<file path="src/rtl/spi_cmd_bridge.sv">
`default_nettype none
// ============================================================================
// spi_cmd_bridge: decodes SPI command/address bytes into auto-incrementing
// write/read bursts on a ready-handshake bus.           Revision: 1.0
// ============================================================================
module spi_cmd_bridge #(
    parameter int         ADDR_W    = 15,
    parameter logic [7:0] IDLE_BYTE = 8'hFF
) (
    input  logic              clk,
    input  logic              rst_n,
    input  logic [7:0]        rx_data,
    input  logic              rx_valid,
    input  logic              rx_first,
    output logic [7:0]        tx_data,
    output logic [ADDR_W-1:0] mem_addr,
    output logic [7:0]        mem_wdata,
    output logic              mem_we,
    output logic              mem_re,
    input  logic [7:0]        mem_rdata,
    input  logic              mem_ready,
    output logic              err_overrun
);

    localparam logic [ADDR_W-1:0] c_addr_one = ADDR_W'(1);

    typedef enum logic [2:0] {
        ST_CMD    = 3'd0,
        ST_ADDR   = 3'd1,
        ST_WDATA  = 3'd2,
        ST_RDUMMY = 3'd3,
        ST_RDATA  = 3'd4
    } state_t;

    state_t            state_q,     state_d;
    logic              rw_q,        rw_d;
    logic [6:0]        addr_hi_q,   addr_hi_d;
    logic [ADDR_W-1:0] addr_q,      addr_d;
    logic [ADDR_W-1:0] mem_addr_q,  mem_addr_d;
    logic [7:0]        mem_wdata_q, mem_wdata_d;
    logic              we_q,        we_d;
    logic              re_q,        re_d;
    logic [7:0]        tx_q,        tx_d;
    logic              err_q,       err_d;
    logic              stale_q,     stale_d;
    logic              defer_q,     defer_d;

    logic [14:0]       w_full_addr;
    logic              w_pending;

    assign w_full_addr = {addr_hi_q, rx_data};

    always_comb begin
        state_d     = state_q;
        rw_d        = rw_q;
        addr_hi_d   = addr_hi_q;
        addr_d      = addr_q;
        mem_addr_d  = mem_addr_q;
        mem_wdata_d = mem_wdata_q;
        we_d        = we_q;
        re_d        = re_q;
        tx_d        = tx_q;
        err_d       = err_q;
        stale_d     = stale_q;
        defer_d     = defer_q;

        // Completion is handled before the incoming byte so a same-cycle byte sees a free bus.
        if ((we_q || re_q) && mem_ready) begin
            we_d    = 1'b0;
            re_d    = 1'b0;
            stale_d = 1'b0;
            if (!stale_q) begin
                addr_d = addr_q + c_addr_one;
                if (re_q) begin
                    tx_d = mem_rdata;
                end
            end
            // A read whose address arrived while an abandoned op still owned the bus.
            if (defer_q) begin
                re_d       = 1'b1;
                mem_addr_d = addr_d;
                defer_d    = 1'b0;
            end
        end

        w_pending = we_d || re_d;

        if (rx_valid) begin
            if (rx_first || state_q == ST_CMD) begin
                rw_d      = rx_data[7];
                addr_hi_d = rx_data[6:0];
                err_d     = 1'b0;
                tx_d      = IDLE_BYTE;
                stale_d   = w_pending;
                defer_d   = 1'b0;
                state_d   = ST_ADDR;
            end else begin
                case (state_q)
                    ST_ADDR: begin
                        addr_d = w_full_addr[ADDR_W-1:0];
                        if (rw_q) begin
                            state_d = ST_WDATA;
                        end else begin
                            state_d = ST_RDUMMY;
                            if (w_pending) begin
                                defer_d = 1'b1;
                            end else begin
                                re_d       = 1'b1;
                                mem_addr_d = w_full_addr[ADDR_W-1:0];
                            end
                        end
                    end
                    ST_WDATA: begin
                        if (w_pending) begin
                            err_d = 1'b1;
                        end else begin
                            we_d        = 1'b1;
                            mem_addr_d  = addr_d;
                            mem_wdata_d = rx_data;
                        end
                    end
                    default: begin
                        if (w_pending) begin
                            err_d = 1'b1;
                        end else begin
                            re_d       = 1'b1;
                            mem_addr_d = addr_d;
                            state_d    = ST_RDATA;
                        end
                    end
                endcase
            end
        end
    end

    always_ff @(posedge clk or negedge rst_n) begin
        if (!rst_n) begin
            state_q     <= ST_CMD;
            rw_q        <= 1'b0;
            addr_hi_q   <= 7'd0;
            addr_q      <= '0;
            mem_addr_q  <= '0;
            mem_wdata_q <= 8'd0;
            we_q        <= 1'b0;
            re_q        <= 1'b0;
            tx_q        <= IDLE_BYTE;
            err_q       <= 1'b0;
            stale_q     <= 1'b0;
            defer_q     <= 1'b0;
        end else begin
            state_q     <= state_d;
            rw_q        <= rw_d;
            addr_hi_q   <= addr_hi_d;
            addr_q      <= addr_d;
            mem_addr_q  <= mem_addr_d;
            mem_wdata_q <= mem_wdata_d;
            we_q        <= we_d;
            re_q        <= re_d;
            tx_q        <= tx_d;
            err_q       <= err_d;
            stale_q     <= stale_d;
            defer_q     <= defer_d;
        end
    end

    assign tx_data     = tx_q;
    assign mem_addr    = mem_addr_q;
    assign mem_wdata   = mem_wdata_q;
    assign mem_we      = we_q;
    assign mem_re      = re_q;
    assign err_overrun = err_q;

endmodule

`default_nettype wire
</file>
<file path="config.mk">
export PLATFORM = sky130hd
export DESIGN_NAME = spi_cmd_bridge
export DESIGN_NICKNAME = d
export VERILOG_FILES = /design/src/rtl/spi_cmd_bridge.sv
export SDC_FILE = /design/constraint.sdc
export NUM_CORES = 1
export LEC_CHECK = 0
export CORE_AREA = 4 4 72 101
export CTS_CLUSTER_DIAMETER = 150
export DETAILED_ROUTE_END_ITERATION = 8
export DIE_AREA = 0 0 76 105
export PLACE_DENSITY_LB_ADDON = 0.12
export SKIP_LAST_GASP = 1
export SLEW_MARGIN = 25
export SYNTH_ARGS = -nofsm -noshare
export SYNTH_HDL_FRONTEND = slang
export SYNTH_SLANG_ARGS = --single-unit
</file>
<file path="constraint.sdc">
create_clock -name clk -period 2.25 [get_ports clk]
set_input_delay 0.675 -clock clk [delete_from_list [all_inputs] [get_ports clk]]
set_output_delay 0.675 -clock clk [all_outputs]
set_load 0.01 [all_outputs]
</file>
Word level (Yosys, flattened, before mapping). Index checks and enable logic that the tools add are counted.

Register bits after elaboration: 62. Input port bits: 21. Logic and storage cells: 76.

Add/sub/neg operators: 1. Eq/ne operators: 5. Mux-type cells: 46. Bitwise operators: 2. Reductions and logical operators: 10.

Operator list (count): $mux W15 (13); $mux W8 (5); $mux W1 (24); $add A15 B1 Y15 const B (1); $mux W3 (2); $pmux W3 S2 (1); $reduce_and A3 Y1 (2); $ne A2 B2 Y1 const B (2); $reduce_and A4 Y1 (1); $eq A3 B1 Y1 const B (1); $eq A3 B2 Y1 const B (1); $logic_not A3 Y1 (1); $logic_or A1 B1 Y1 (3); $ne A3 B1 Y1 const B (1); $not A1 Y1 (2); $pmux W1 S2 (1); $reduce_and A2 Y1 (1); $reduce_bool A2 Y1 (1); $logic_and A1 B1 Y1 (1).

Depth between registers and ports, before layout.
Word-level depth: 9. Mapped depth: 7. Gate-level depth less buffers: 6.

Least setup slack after synthesis. OpenSTA, ideal clock, no wires.

Path type: input -> register. From: input port rx_first. To: register mem_addr_q[13], in the netlist mem_addr[13]. Library setup time: 0.067 ns. Data arrival time: 1.872 ns. Required time: 2.183 ns. Slack: 0.311 ns. Cell stages on the path: 6. Cell sequence: buf_2 and2b_1 nand3_2 nor3_4 buf_4 a221o_1.

Cells in the longest elaborated chain, start to end: 3.

RTL lines: start, declared (RTL line 14) `input logic rx_first,`; $logic_or A1 B1 Y1 (RTL line 89) `if (rx_first || state_q == ST_CMD) begin`; $mux W15 (RTL line 89); $mux W15 (RTL line 88) `if (rx_valid) begin`; net mem_addr_d[13] (RTL line 39) `logic [ADDR_W-1:0] mem_addr_q, mem_addr_d;`; end signal, assigned (RTL line 155) `mem_addr_q <= mem_addr_d;`; end, declared (RTL line 39).

The timed path passes the listed nets, and every way through them passes these cells. A chain may end at the register's enable or synchronous reset.

Worst setup path in the final report.
From: register re_q, in the netlist mem_re. To: output port mem_re.

RTL lines: start, declared (RTL line 42) `logic re_q, re_d;`; start signal, assigned (RTL line 158) `re_q <= re_d;`; end, declared (RTL line 19) `output logic mem_re,`.

No word-level cell between the ends.

==> flow_metrics.tcl <==
set metrics [dict create \
    grt_setup_unrepaired "no" \
    max_stage_delay_ns 0.62 \
    leakage_uw 0.00188 \
    synth.distinct_cells 52 \
    synthAdderAreaFrac_pct 0.370 \
    hold_viol 0 \
    initial_core_util_pct 52.5 \
    async_flop_share_pct 100 \
    tns_ns 0 \
    tritoncts "built" \
    drt_iter0_drc 130 \
    power_uw 5900 \
    max_freq_ghz 0.468 \
    worstSetupStartpointType "flip-flop" \
    path_clk_slew_ns 0.07 \
    critPathBufInv 1 \
    final_layout_size_suffix_gt1_share_pct 24.6 \
    synth-compound-area-share_pct 13.0 \
    gp_congestion 0.882 \
    die_w_um 76 \
    first_pass_iters 4 \
    power_density_nw_per_um2 1320 \
    cp-end-kind "output port" \
    core_area_um2 6440 \
    gr-total-overflow 0 \
    synth-seq-cells 62 \
    drc 0 \
    yosysSeqAreaShare_pct 46.2 \
    cts_root_buffer "clkbuf_8" \
    fin_nets 440 \
    grt_max_degree 26 \
    cp_num_cells 1 \
    syn_area_um2 3380 \
    synthMuxAreaShare_pct 7.92 \
    setup_viol 0 \
    die_y_um 105 \
    ys_warn_count 0 \
    cts.path.max_buffers 2 \
    die-area_um2 7980 \
    power_switching_uw 2210 \
    area_growth_pct 32.5 \
    peakVddDrop_mv 0.641 \
    crit_end "mem_re" \
    min_period_ns 2.14 \
    antenna_found_initial 0 \
    fin_crit_sh_pct 95.0 \
    insertion_delay_ns 0.34 \
    path_cells "clkdlybuf4s50_1" \
    cp.required_ns 1.57 \
    htreeDepth 3 \
    avgSynthCellArea_um2 10.1 \
    min_path_type "in2async" \
    seqPwrFrac_pct 37.1 \
    ioPinCount 55 \
    holdBufCountCts 0 \
    crit_fanout 7 \
    crit_type "reg2out" \
    final.setup_skew_ns 0.0105 \
    via_per_inst 5.66 \
    p_comb_share_pct 44.2 \
    pwr-share-clk_pct 18.7 \
    slew_headroom_pct 64.2 \
    track_usage_pct 21.7 \
    grt_pass1_vias 2943 \
    wl_per_cell_um 16.7 \
    cts_sinks 62 \
    rr_worst_depth 5 \
    outcome "complete, no violations" \
    netlist_instances 334 \
    dpl.hpwl_um 6230 \
    crit_start "mem_re$_DFF_PN0_" \
    cts_made_buffers 9 \
    rr_endpoint "mem_addr[5]$_DFF_PN0_" \
    intPower_uw 3690 \
    diodes 0 \
    worst_path_dominant_cell_family "buffers and inverters" \
    worst_slew_pin_slew_ns 0.537 \
    routed-via-count 2813 \
    portBuffers 54 \
    regToRegSetupSlack_ns 0.37 \
    switching_share_pct 37.5 \
    synth-edff-count 0 \
    synthXorXnorAreaFrac_pct 7.25 \
    syn_nets 356 \
    synthFlopType "dfrtp_1" \
    ant_nets 0 \
    reg2reg_from "state_q[2]$_DFFE_PN0P_" \
    num_rows 35 \
    yosys.area_share.simple_pct 20.6 \
    drt-total-wl_um 8310 \
    grt_first_pass_wirelength_um 13900 \
    synth_top_family_by_area "simple AND/OR/NAND/NOR gates" \
    worstPathArrival_ns 1.46 \
    maxSlewViolCount 0 \
    maxCapViolations 0 \
    worst_path_max_delay_cell "clkdlybuf4s50_1" \
]
==> cell type report <==
type	instances	area [µm²]
repair buffers	94	923
fillers	507	1960
multi-input cells	248	1670
inverters	3	11.3
flip-flops and latches	62	1560
clock buffers	9	124
clock inverters	7	97.6
well taps	74	92.6
==> layout by cell type (no fill, tap or decap), drive strengths merged, types with 2 or more instances in the layout <==
cell / instances
dfrtp: 54
clkdlybuf4s50: 53
nor2: 42
buf: 41
nand2: 40
mux2: 22
xor2: 18
a21oi: 16
o21ai: 15
nand3: 13
xnor2: 10
clkbuf: 9
o221ai: 9
nor3: 9
dfstp: 8
nor4: 7
a221o: 6
nand2b: 5
nand4: 5
a211oi: 4
inv: 4
o21a: 3
o22a: 3
nand4b: 3
mux2i: 2
nor2b: 2
and2: 2
or2: 2
o22ai: 2
bufinv: 2
clkinvlp: 2
clkinv: 2
==> power by group through the flow <==
stage | clock network (µW) | registers, µW | logic [µW]
5_1_grt | 1190 | 2270 | 2850
3_5_place_dp | 0 | 2210 | 2600
4_1_cts | 1120 | 2190 | 2610
2_1_floorplan | 0 | 2110 | 1610
3_3_place_gp | 0 | 2200 | 2540
6_report | 1100 | 2190 | 2610
==> stage by stage <==
step                utilization [%]  area, µm²  hold slack [ns]  setup slack [ns]  std cells
detailed placement             65.7       4230            0.480            -0.348        480
global placement               65.7       4230            0.471            -0.234        480
finish                         69.6       4480            0.296             0.112        497
global route                   69.6       4480            0.312            0.0415        497
CTS                            69.2       4450            0.300            0.0146        496
floorplan                         -       3380            0.379             0.311        334
==> sequential cells by signal, summed over array words and instances (netlist names) <==
signal and cells:
stale_q 1, mem_we 1, mem_wdata 8, addr_hi_q 7, tx_data 8, defer_q 1, addr_q 15, err_overrun 1
mem_addr 15, mem_re 1, state_q 3, rw_q 1
==> routing by layer <==
metal | track usage [%] | vias to the layer above | share of wire [%]
met4 | 7.89 | 0 | 2.0
met3 | 4.74 | 14 | 3.5
met1 | 25.1 | 1390 | 41
met5 | 0 | - | 0
li1 | - | 1350 | -
met2 | 38.6 | 59 | 54
==> worst min path at each step <==
stage / startpoint / to / slack, ns / depth (start not counted)
finish: rst_n / rw_q$_DFFE_PN0P_ / 0.30 / 1
global route: rst_n / addr_hi_q[6]$_DFFE_PN0P_ / 0.31 / 1
CTS: rst_n / addr_hi_q[6]$_DFFE_PN0P_ / 0.30 / 1
detailed placement: tx_data[4]$_DFF_PN1_ / tx_data[4]$_DFF_PN1_ / 0.48 / 2
global placement: tx_data[2]$_DFF_PN1_ / tx_data[2]$_DFF_PN1_ / 0.47 / 2
floorplan: rst_n / addr_hi_q[0]$_DFFE_PN0P_ / 0.38 / 0
==> Yosys cell counts, types with 4 or more instances <==
library cell | number | area share [%]
clkbuf_1 | 4 | 0.44
nor4_1 | 6 | 1.1
nor3_1 | 4 | 0.59
a221o_1 | 6 | 1.8
dfstp_2 | 8 | 6.2
nand2_1 | 40 | 4.4
nand2b_1 | 5 | 0.93
nand3_1 | 12 | 1.8
a211oi_1 | 4 | 0.89
dfrtp_1 | 54 | 40
xnor2_1 | 10 | 2.6
xor2_1 | 18 | 4.7
a21oi_1 | 16 | 2.4
buf_2 | 6 | 0.89
o221ai_1 | 8 | 2.1
o21ai_0 | 12 | 1.8
mux2_2 | 22 | 7.3
nor2_1 | 42 | 4.7
==> cell families (layout without fill, tap and decap cells) <==
kind of cell    count (synthesis)  after routing
flops                          62             62
compound gates                 62             62
simple gates                  133            133
buf+inv                        24            113
fa+ha+maj                       1              1
mux                            24             24
xor+xnor                       28             28
==> repair_timing <==
item / 4_1_cts / 5_1_grt
setup endpoints to repair: 0 / 6
setup buffers: 0 / 1
resized for setup: 0 / 1
Note: power is estimated with default switching activity, not from simulation.
